==> config.mk <==
export PLATFORM = sky130hd
export DESIGN_NAME = stream_demux_1xn
export DESIGN_NICKNAME = d
export VERILOG_FILES = /design/src/rtl/stream_demux_pkg.sv /design/src/rtl/demux_ch_slot.sv /design/src/rtl/stream_demux_1xn.sv
export SDC_FILE = /design/constraint.sdc
export NUM_CORES = 1
export LEC_CHECK = 0
export ABC_AREA = 1
export BUFFER_PORTS_ARGS = -buffer_cell sky130_fd_sc_hd__buf_4
export CORE_MARGIN = 5
export CORE_UTILIZATION = 33
export CTS_CLUSTER_SIZE = 20
export DETAILED_ROUTE_END_ITERATION = 8
export SETUP_SLACK_MARGIN = 0.5
export SLEW_MARGIN = 25
export SYNTH_ARGS = -nofsm -noshare
export SYNTH_HDL_FRONTEND = slang
export SYNTH_SLANG_ARGS = --single-unit
export TNS_END_PERCENT = 10
==> constraint.sdc <==
create_clock -name clk -period 2.8 [get_ports clk]
set_clock_uncertainty 0.15 [all_clocks]
set_input_delay 0.14 -clock clk [delete_from_list [all_inputs] [get_ports clk]]
set_output_delay 0.14 -clock clk [all_outputs]
set_load 0.005 [all_outputs]
==> src/rtl/stream_demux_pkg.sv <==
// stream_demux_pkg: shared constants and helpers for the 1-to-N stream demux.
package stream_demux_pkg;
    localparam int DROP_CNT_W = 8;
    localparam logic [DROP_CNT_W-1:0] DROP_CNT_MAX = '1;
    function automatic int sel_w(input int n);
        return (n > 2) ? $clog2(n) : 1;
    endfunction
endpackage

==> src/rtl/demux_ch_slot.sv <==
// demux_ch_slot: one-entry output register slice that can load while draining.
module demux_ch_slot #(
    parameter int DW = 8
) (
    input  logic          clk,
    input  logic          rst_n,
    input  logic          load,
    input  logic [DW-1:0] din,
    input  logic          ready,
    output logic          valid,
    output logic [DW-1:0] dout,
    output logic          can_take
);
    assign can_take = !valid | ready;
    always_ff @(posedge clk or negedge rst_n) begin
        if (!rst_n) begin
            valid <= 1'b0;
            dout  <= '0;
        end else if (load) begin
            valid <= 1'b1;
            dout  <= din;
        end else if (ready) begin
            valid <= 1'b0;
        end
    end
endmodule

==> src/rtl/stream_demux_1xn.sv <==
// stream_demux_1xn: registered 1-to-N valid/ready demux with broadcast and drop counting.
module stream_demux_1xn
    import stream_demux_pkg::*;
#(
    parameter int N_CH  = 4,
    parameter int DW    = 8,
    parameter int SEL_W = sel_w(N_CH)
) (
    input  logic                  clk,
    input  logic                  rst_n,
    input  logic                  in_valid,
    output logic                  in_ready,
    input  logic [DW-1:0]         in_data,
    input  logic [SEL_W-1:0]      in_sel,
    input  logic                  in_bcast,
    output logic [N_CH-1:0]       out_valid,
    input  logic [N_CH-1:0]       out_ready,
    output logic [N_CH*DW-1:0]    out_data,
    output logic [DROP_CNT_W-1:0] drop_cnt
);
    localparam logic [SEL_W:0] N_LIM = (SEL_W + 1)'(N_CH);
    logic [N_CH-1:0] can_take, load;
    logic sel_ok, accept;
    // Out-of-range selects are always accepted so they never stall the producer.
    assign sel_ok   = {1'b0, in_sel} < N_LIM;
    assign in_ready = in_bcast ? &can_take : (sel_ok ? can_take[in_sel] : 1'b1);
    assign accept   = in_valid & in_ready;
    genvar k;
    generate
        for (k = 0; k < N_CH; k++) begin : g_ch
            assign load[k] = accept & (in_bcast | (sel_ok & (in_sel == SEL_W'(k))));
            demux_ch_slot #(.DW(DW)) u_slot (
                .clk      (clk),
                .rst_n    (rst_n),
                .load     (load[k]),
                .din      (in_data),
                .ready    (out_ready[k]),
                .valid    (out_valid[k]),
                .dout     (out_data[k*DW +: DW]),
                .can_take (can_take[k])
            );
        end
    endgenerate
    always_ff @(posedge clk or negedge rst_n) begin
        if (!rst_n) drop_cnt <= '0;
        else if (accept && !in_bcast && !sel_ok && drop_cnt != DROP_CNT_MAX) drop_cnt <= drop_cnt + 1'b1;
    end
endmodule

==> results of run 1 <==
[cells in the final DEF, fill, tap and decap left out, types with 2 or more instances in the layout]
cell type      synthesis  routed
dlygate4sd3_1          0       5
conb_1                 1       8
nor2_1                 4       4
nand2_2                2       2
buf_4                 13      54
clkbuf_8               0       6
nand2_4                3       3
inv_1                  6       6
clkbuf_1               3       2
o21ai_1                2       2
inv_2                  3       3
nand4_4                4       4
nand4_1               33      33
dfrtp_1               36      36
nand2_1               74      74
[through the flow]
step	std cells	util (%)	hold WS (ns)	setup slack (ns)	power [mW]
after detailed placement	304	41.8	-0.0173	1.17	1.32
after global routing	317	44.5	0.000290	0.622	1.80
after global placement	304	41.8	-0.0249	1.21	1.31
final	317	44.5	0.00381	0.778	1.67
after CTS	317	44.5	0.00384	0.777	1.70
after floorplan	200	-	-0.306	1.43	1.03
[Yosys cell counts]
master,n
nand4_4,4
buf_2,1
buf_6,3
o21ai_2,1
inv_1,6
nand4_1,33
nand3_1,1
o21ai_1,2
buf_4,13
nor2_8,1
nor2_4,1
dfrtp_1,36
clkbuf_1,3
conb_1,1
nand2_2,2
o21ai_4,1
nand2_1,74
nand2_4,3
inv_2,3
nor2_1,4
[report_power, final]
group / total, mW / switching, mW / internal, mW / leakage, nW
logic: 0.552 / 0.274 / 0.277 / 0.728
registers: 0.747 / 0.0845 / 0.663 / 0.447
clock network: 0.375 / 0.174 / 0.201 / 0.0455
[state kept, by name, indices dropped and copies added (netlist names)]
signal,cells
g_ch.u_slot.dout,32
g_ch.u_slot.valid,4
[tightest hold or removal path: stages]
cell,delay [ns]
buf_4,0.11
nand4_1,0.09
nand2_1,0.07
[layer usage]
| metal | up-vias | wire [um] | part of all wire, % | track usage [%] |
|---|---|---|---|---|
| li1 | 733 | - | - | - |
| met1 | 722 | 2140 | 46 | 19.3 |
| met2 | 48 | 2210 | 47 | 21.3 |
| met3 | 2 | 323 | 6.9 | 5.43 |
| met4 | 0 | 14 | 0.30 | 3.07 |
| met5 | - | 0 | 0 | 0 |
[layout make-up]
type	count	area, um2
fill	522	2870
sequential	36	901
multi-input combinational	135	732
timing repair buffer	59	455
clock buffer	8	90.1
tap	70	87.6
inverter	9	33.8
[cell families (layout without fill, tap and decap cells)]
family                 count (synthesis)  count (layout)
and+or+nand+nor                      123             123
DFF                                   36              36
buffers and inverters                 29              76
AOI/OAI and AO/OA                      4               4
other                                  1               8
[worst paths after layout]
path                       depth (start not counted)                                 end                               start  slack (ns)
min in group asynchronous                          2  g_ch[0].u_slot.dout[6]$_DFFE_PN0P_                               rst_n        0.21
min                                                3  g_ch[0].u_slot.dout[6]$_DFFE_PN0P_                          in_data[6]       0.004
max reg2reg                                        7  g_ch[2].u_slot.dout[0]$_DFFE_PN0P_    g_ch[3].u_slot.valid$_DFFE_PN0P_        1.17
max in group asynchronous                          2  g_ch[1].u_slot.dout[6]$_DFFE_PN0P_                               rst_n        1.96
max                                                9                            in_ready                        out_ready[3]        0.78
min reg2reg                                        2  g_ch[0].u_slot.dout[6]$_DFFE_PN0P_  g_ch[0].u_slot.dout[6]$_DFFE_PN0P_        0.32
==> results.sh, run 1 <==
export IMPL_outcome="complete, no violations"
export IMPL_core_mm2=0.00517
export IMPL_via_per_inst=4.75
export IMPL_area_growth_syn_to_layout_pct=28.6
export IMPL_die_area_mm2=0.00699
export IMPL_maxCapViolCount=0
export IMPL_clk_pin_slew_worst_paths_ns=0.07
export IMPL_synth_mux_area_share_pct=0
export IMPL_seq_area_frac_synth_pct=50.4
export IMPL_grt_max_degree=37
export IMPL_synth_top_cell_by_area="dfrtp_1"
export IMPL_numCtsBuffers=5
export IMPL_syn_area_mm2=0.00179
export IMPL_synth_cells=193
export IMPL_synth_distinct_cells=20
export IMPL_dpl_cell_area_mm2=0.00216
export IMPL_crit_arrival_ns=1.73
export IMPL_postCtsSetupRepairBufs=0
export IMPL_wl_per_cell_um=14.8
export IMPL_vias=1505
export IMPL_p_per_area_mw_per_mm2=728
export IMPL_ctsHoldBuffers=5
export IMPL_postCtsResizedCells=0
export IMPL_vdd_drop_max_mv=0.326
export IMPL_place_congestion=0.799
export IMPL_dp_hpwl_mm=3.26
export IMPL_htree_num_levels=2
export IMPL_cts_buffer_depth=2
export IMPL_yosysWarnings=0
export IMPL_cts_tree="done"
export IMPL_worstPathCellList="dlygate4sd3_1 > buf_4 > inv_1 > nand2_1 > nand2_1 > nand2_1 > nand3_1 > nor2_8 > buf_4"
export IMPL_yosys_area_share_simple_pct=37.3
export IMPL_dr_pass1_iters=5
export IMPL_crit_family="buffers and inverters"
export IMPL_synth_xor_area_share_pct=0
export IMPL_drt_iter0_drc=80
export IMPL_grt_use_total_pct=14.1
export IMPL_critPathKind="input pin to primary output"
export IMPL_globalRouteOverflowTotal=0
export IMPL_fp_row_count=26
export IMPL_worst_setup_path_start_kind="input pin"
export IMPL_fmax_mhz=494
export IMPL_num_antenna_cells=0
export IMPL_end_kind="primary output"
export IMPL_layout_min_cycle_time_ns=2.02
export IMPL_grt_pass1_vias=1511
export IMPL_path_max_fanout=33
export IMPL_slowest_delay_ns=0.53
export IMPL_grt_pass1_wl_mm=7.90
export IMPL_cpMostUsedCell="nand2_1"
export IMPL_start_util_pct=34.6
export IMPL_cp_required_ns=2.51
export IMPL_io_pin_count=63
export IMPL_ys_ff_latch=36
export IMPL_port_buffers=54
export IMPL_cpMaxStageDelayCell="dlygate4sd3_1"
export IMPL_final_cell_area_mm2=0.00230
export IMPL_die_w_um=83.6
export IMPL_drive_gt1_share_pct=30.8
export IMPL_clk_latency_ns=0.28
export IMPL_synth_compound_area_share_pct=1.96
export IMPL_wl_mm=4.69
export IMPL_drc=0
export IMPL_yosysTopAreaCellShare_pct=50.4
export IMPL_post_synth_main_area_contributors="dfrtp_1 (50%), nand2_1 (16%), nand4_1 (12%)"
export IMPL_cts_sinks=36
export IMPL_clockRootBuffer="clkbuf_8"
export IMPL_hold_violations=0
export IMPL_cp_num_buf_inv=4
export IMPL_die_y_um=83.6
export IMPL_avgSynthCellArea_um2=9.26
export IMPL_ant_nets=0
export IMPL_antenna_found_initial=0
export IMPL_nets=264
export IMPL_leakage_nw=1.22
export IMPL_rsz0062_at_grt="no"
export IMPL_hp_class="input pin to flop"
export IMPL_synth_top_family_by_area="simple AND/OR/NAND/NOR gates"
export IMPL_finalCritPeriodShare_pct=72.2
export IMPL_yosys_area_share_adder_pct=0
export IMPL_finalSetupViolCount=0
export IMPL_slew_violations=0
export IMPL_fin_setup_tns_ns=0
Power figures use the tool's default switching activity.
==> inputs of run 2 (changes only) <==
- clock period: 2.8 -> 1.7 ns (I/O delays scaled with it)
==> results.sh, run 2 (synthesis results as in run 1) <==
export IMPL_outcome="complete, no violations"
export IMPL_mostFrequentLayoutCells="nand2_1 (68), buf_4 (58), dfrtp_1 (36), nand4_1 (33), dlygate4sd3_1 (11)"
export IMPL_finalSetupViolCount=0
export IMPL_worstPathCellList="nand4_1 > nand3_4 > nor2_8 > buf_12 > buf_6"
export IMPL_vias=1647
export IMPL_clockRootBuffer="clkbuf_8"
export IMPL_wl_mm=5.46
export IMPL_hold_depth=5
export IMPL_drc=0
export IMPL_drive_gt1_share_pct=38.1
export IMPL_grt_pass1_vias=1637
export IMPL_clk_pin_slew_worst_paths_ns=0.07
export IMPL_path_max_fanout=3
export IMPL_maxCapViolCount=0
export IMPL_regMostFlops="g_ch.u_slot.dout"
export IMPL_power_share_clock_pct=23.9
export IMPL_dpl_cell_area_mm2=0.00221
export IMPL_total_power_mw=3.14
export IMPL_p_per_area_mw_per_mm2=1190
export IMPL_fp_row_count=26
export IMPL_num_antenna_cells=0
export IMPL_layout_min_cycle_time_ns=1.55
export IMPL_critPathKind="flop to primary output"
export IMPL_numCtsBuffers=5
export IMPL_port_buffers=54
export IMPL_globalRouteOverflowTotal=0
export IMPL_max_slew_margin_rel_pct=66.3
export IMPL_slew_violations=0
export IMPL_drt_iter0_drc=98
export IMPL_grt_use_total_pct=15.3
export IMPL_p_sw_share_pct=31.8
export IMPL_die_w_um=83.6
export IMPL_fillers=498
export IMPL_wl_per_cell_um=16.1
export IMPL_cp_required_ns=1.46
export IMPL_end_kind="primary output"
export IMPL_worst_pin_slew_ns=0.506
export IMPL_slowest_delay_ns=0.38
export IMPL_hold_violations=0
export IMPL_whs_ns=0.0314
export IMPL_final_cell_area_mm2=0.00263
export IMPL_leakage_nw=1.37
export IMPL_io_pin_count=63
export IMPL_crit_arrival_ns=1.32
export IMPL_fin_setup_tns_ns=0
export IMPL_htree_num_levels=2
export IMPL_largest_reg_flops=32
export IMPL_grt_max_degree=38
export IMPL_hp_class="input pin to flop"
export IMPL_cpMaxStageDelayCell="dfrtp_1"
export IMPL_rsz0062_at_grt="yes"
export IMPL_core_mm2=0.00517
export IMPL_start_util_pct=34.6
export IMPL_cts_buffer_depth=2
export IMPL_antenna_found_initial=0
export IMPL_dp_hpwl_mm=3.28
export IMPL_pwr_share_seq_pct=39.4
export IMPL_clk_latency_ns=0.29
export IMPL_fmax_mhz=645
export IMPL_worst_r2r_cell_count=9
export IMPL_ant_nets=0
export IMPL_area_growth_syn_to_layout_pct=47.1
export IMPL_die_area_mm2=0.00699
export IMPL_dr_pass1_iters=4
export IMPL_cts_sinks=36
export IMPL_die_y_um=83.6
export IMPL_mostFrequentLayoutCell="nand2_1"
export IMPL_internal_power_mw=2.14
export IMPL_worst_setup_path_start_kind="flop"
export IMPL_vdd_drop_max_mv=0.473
export IMPL_via_per_inst=4.87
export IMPL_place_congestion=0.813
export IMPL_cts_tree="done"
export IMPL_reg_largest_list="g_ch.u_slot.dout: 32 flops, g_ch.u_slot.valid: 4 flops"
export IMPL_grt_pass1_wl_mm=8.43
export IMPL_combPwrFrac_pct=36.7
export IMPL_finalCritPeriodShare_pct=91.3
export IMPL_nets=285
export IMPL_p_switching_mw=0.999
run 2: cell count changes in the layout (fill, tap and decap cells not counted), moves of 3 or more:
cell           change
dlygate4sd3_1      +6
nand2_1            -6
nand2_2            +5
buf_4              +4
buf_12             +3
buf_6              +3
nand4_2            +3
nor2_1             -3
nor2_2             +3
run 2: worst paths after layout:
kind | startpoint | endpoint | slack [ns]
max | g_ch[3].u_slot.valid$_DFFE_PN0P_ | in_ready | 0.15
min | out_ready[2] | g_ch[2].u_slot.valid$_DFFE_PN0P_ | 0.03
max reg2reg | g_ch[2].u_slot.valid$_DFFE_PN0P_ | g_ch[3].u_slot.dout[7]$_DFFE_PN0P_ | 0.17
min reg2reg | g_ch[3].u_slot.dout[0]$_DFFE_PN0P_ | g_ch[3].u_slot.dout[0]$_DFFE_PN0P_ | 0.32
max in group asynchronous | rst_n | g_ch[1].u_slot.valid$_DFFE_PN0P_ | 0.93
min in group asynchronous | rst_n | g_ch[3].u_slot.dout[4]$_DFFE_PN0P_ | 0.14
run 2: cell type report:
type | instances | area [um2] | area share, %
clock buffer | 6 | 72.6 | 2.76
clock inverter | 2 | 35.0 | 1.33
inverter | 9 | 36.3 | 1.38
multi-input combinational | 139 | 831 | 31.6
sequential | 36 | 901 | 34.3
tap | 70 | 87.6 | 3.33
timing repair buffer | 76 | 667 | 25.4
run 2: what timing repair did:
item | CTS | global route
hold buffers | 11 | 0
gates cloned | 2 | 3
pin swaps | 13 | 5
setup endpoints to repair | 37 | 38
gates resized for setup | 8 | 11
setup buffers | 6 | 1
endpoints found under the hold margin | 71 | 0
run 2: worst max-delay path, delay by kind of cell (launching register included):
| family | cells | cell delay (ns) |
|---|---|---|
| buffers and inverters | 2 | 0.22 |
| DFF | 1 | 0.38 |
| and+or+nand+nor | 3 | 0.43 |
run 2: through the flow:
step / worst slack [ns] / std cells / util [%]
floorplan: 0.333 / 200 / -
CTS: 0.108 / 334 / 49.4
finish: 0.148 / 338 / 50.8
global placement: 0.169 / 307 / 42.7
global route: 0.0671 / 338 / 50.8
detailed placement: 0.140 / 307 / 42.7
run 2: power groups by stage:
stage / sequential (mW) / clock (mW) / combinational (mW)
2_1_floorplan: 1.25 / 0 / 0.445
3_3_place_gp: 1.25 / 0 / 0.957
3_5_place_dp: 1.24 / 0 / 0.967
4_1_cts: 1.23 / 0.764 / 1.12
5_1_grt: 1.26 / 0.802 / 1.27
6_report: 1.24 / 0.750 / 1.15
run 2: per-layer routing:
layer	GRT usage, %	vias to the layer above	routed length (um)
li1	-	791	-
met3	4.94	2	383
met4	3.95	0	2
met5	0	-	0
met2	24.1	54	2580
met1	20.3	800	2490
==> inputs of run 3 (changes only) <==
- CAP_MARGIN: unset -> 15
- clock period: 1.7 -> 1.58 ns (I/O delays scaled with it)
==> results.sh, run 3 (synthesis results as in run 1) <==
export IMPL_clockRootBuffer="clkbuf_8"
export IMPL_port_buffers=54
export IMPL_final_util_pct=50.8
export IMPL_ant_nets=0
export IMPL_die_w_um=83.6
export IMPL_core_mm2=0.00517
export IMPL_worst_setup_path_start_kind="flop"
export IMPL_place_congestion=0.826
export IMPL_leakage_nw=1.37
export IMPL_cts_buffer_depth=2
export IMPL_fin_setup_tns_ns=-0.567
export IMPL_grt_use_total_pct=15.7
export IMPL_post_place_cells=309
export IMPL_layout_min_cycle_time_ns=1.63
export IMPL_grt_pass1_vias=1669
export IMPL_path_max_fanout=4
export IMPL_largest_reg_flops=32
export IMPL_outcome="complete, but fails checks"
export IMPL_finalCritPeriodShare_pct=103
export IMPL_slew_violations=0
export IMPL_whs_ns=-0.0704
export IMPL_clk_pin_slew_worst_paths_ns=0.07
export IMPL_regMostFlops="g_ch.u_slot.dout"
export IMPL_fillers=488
export IMPL_start_util_pct=34.6
export IMPL_vdd_drop_max_mv=0.558
export IMPL_crit_arrival_ns=1.66
export IMPL_wl_per_cell_um=16.1
export IMPL_htree_num_levels=2
export IMPL_nets=288
export IMPL_worst_r2r_cell_count=9
export IMPL_maxCapViolCount=0
export IMPL_total_power_mw=3.24
export IMPL_finalSetupViolCount=22
export IMPL_num_antenna_cells=0
export IMPL_fp_row_count=26
export IMPL_hold_depth=4
export IMPL_fmax_mhz=614
export IMPL_antenna_found_initial=0
export IMPL_numCtsBuffers=5
export IMPL_grt_max_degree=37
export IMPL_io_pin_count=63
export IMPL_mostFrequentLayoutCells="nand2_1 (70), buf_4 (51), dfrtp_1 (36), nand4_1 (33), buf_6 (14)"
export IMPL_rsz0062_at_grt="yes"
export IMPL_place_ws_ns=0.0338
export IMPL_reg_largest_list="g_ch.u_slot.dout: 32 flops, g_ch.u_slot.valid: 4 flops"
export IMPL_cts_tree="done"
export IMPL_failed_checks="hold timing, setup timing"
export IMPL_dr_pass1_iters=4
export IMPL_cts_sinks=36
export IMPL_end_kind="flop"
export IMPL_clk_latency_ns=0.28
export IMPL_dp_hpwl_mm=3.53
export IMPL_vias=1674
export IMPL_setup_ws_ns=-0.0481
export IMPL_ctsHoldBuffers=11
export IMPL_cp_required_ns=1.61
export IMPL_die_y_um=83.6
export IMPL_drc=0
export IMPL_final_cell_area_mm2=0.00263
export IMPL_critPathKind="flop to flop"
export IMPL_drt_iter0_drc=138
export IMPL_drive_gt1_share_pct=37.0
export IMPL_area_growth_syn_to_layout_pct=47.1
export IMPL_wl_mm=5.49
export IMPL_dpl_cell_area_mm2=0.00222
export IMPL_globalRouteOverflowTotal=0
export IMPL_p_per_area_mw_per_mm2=1230
export IMPL_grt_pass1_wl_mm=8.76
export IMPL_hp_class="input pin to flop"
export IMPL_die_area_mm2=0.00699
export IMPL_via_per_inst=4.92
export IMPL_final_instance_count_excl_fill=340
export IMPL_mostFrequentLayoutCell="nand2_1"
export IMPL_hold_violations=1
==> run 3: changes by cell type in the layout (fill, tap and decap cells not counted), moves of 2 or more <==
cell and change:
nor2_2 -2, nor2_1 +2, buf_4 -7, nand2_1 +2
buf_6 +11
==> run 3: worst paths after layout <==
check / to / startpoint / slack (ns)
worst max-delay path: g_ch[3].u_slot.dout[6]$_DFFE_PN0P_ / g_ch[2].u_slot.valid$_DFFE_PN0P_ / -0.05
worst min-delay path: g_ch[3].u_slot.valid$_DFFE_PN0P_ / out_ready[3] / -0.07
worst max register to register: g_ch[3].u_slot.dout[6]$_DFFE_PN0P_ / g_ch[2].u_slot.valid$_DFFE_PN0P_ / -0.05
worst min register to register: g_ch[0].u_slot.dout[5]$_DFFE_PN0P_ / g_ch[0].u_slot.dout[5]$_DFFE_PN0P_ / 0.32
max in group asynchronous: g_ch[2].u_slot.dout[1]$_DFFE_PN0P_ / rst_n / 0.82
min in group asynchronous: g_ch[0].u_slot.dout[4]$_DFFE_PN0P_ / rst_n / 0.14
==> run 3: area by class of cell <==
type | instances | area, um2 | area share (%)
inverter | 9 | 36.3 | 1.38
multi-input combinational | 138 | 795 | 30.2
clock buffer | 6 | 72.6 | 2.76
tap | 70 | 87.6 | 3.33
sequential | 36 | 901 | 34.3
clock inverter | 1 | 5.00 | 0.190
timing repair buffer | 80 | 733 | 27.9
==> run 3: routing by layer <==
| layer | GRT usage, % | vias up | share of wire (%) |
|---|---|---|---|
| met5 | 0 | - | 0 |
| met4 | 4.97 | 0 | 1.1 |
| met2 | 24.8 | 57 | 49 |
| met1 | 20.1 | 812 | 44 |
| met3 | 5.53 | 6 | 5.8 |
| li1 | - | 799 | - |
==> run 3: worst max-delay path: stages (launching register included) <==
cell     delay, ns
dfrtp_1       0.41
inv_1         0.06
nor2_1        0.04
nand2_1       0.12
nand2_1       0.11
nor2_4        0.16
buf_4         0.16
nand4_2       0.16
nand2_1       0.10
nand2_1       0.05
==> run 3: power by group <==
group	internal, mW	leakage (nW)	switching (mW)
clock network	0.300	0.0410	0.316
registers	1.17	0.447	0.163
logic	0.708	0.885	0.580
==> run 3: what timing repair did <==
item                                    in CTS  in global routing
endpoints found under the setup margin      37                 47
setup buffers                                5                  4
pin swaps                                   29                 17
hold endpoints to repair                    71                  1
gates resized for setup                      3                 23
gates cloned                                 1                  3
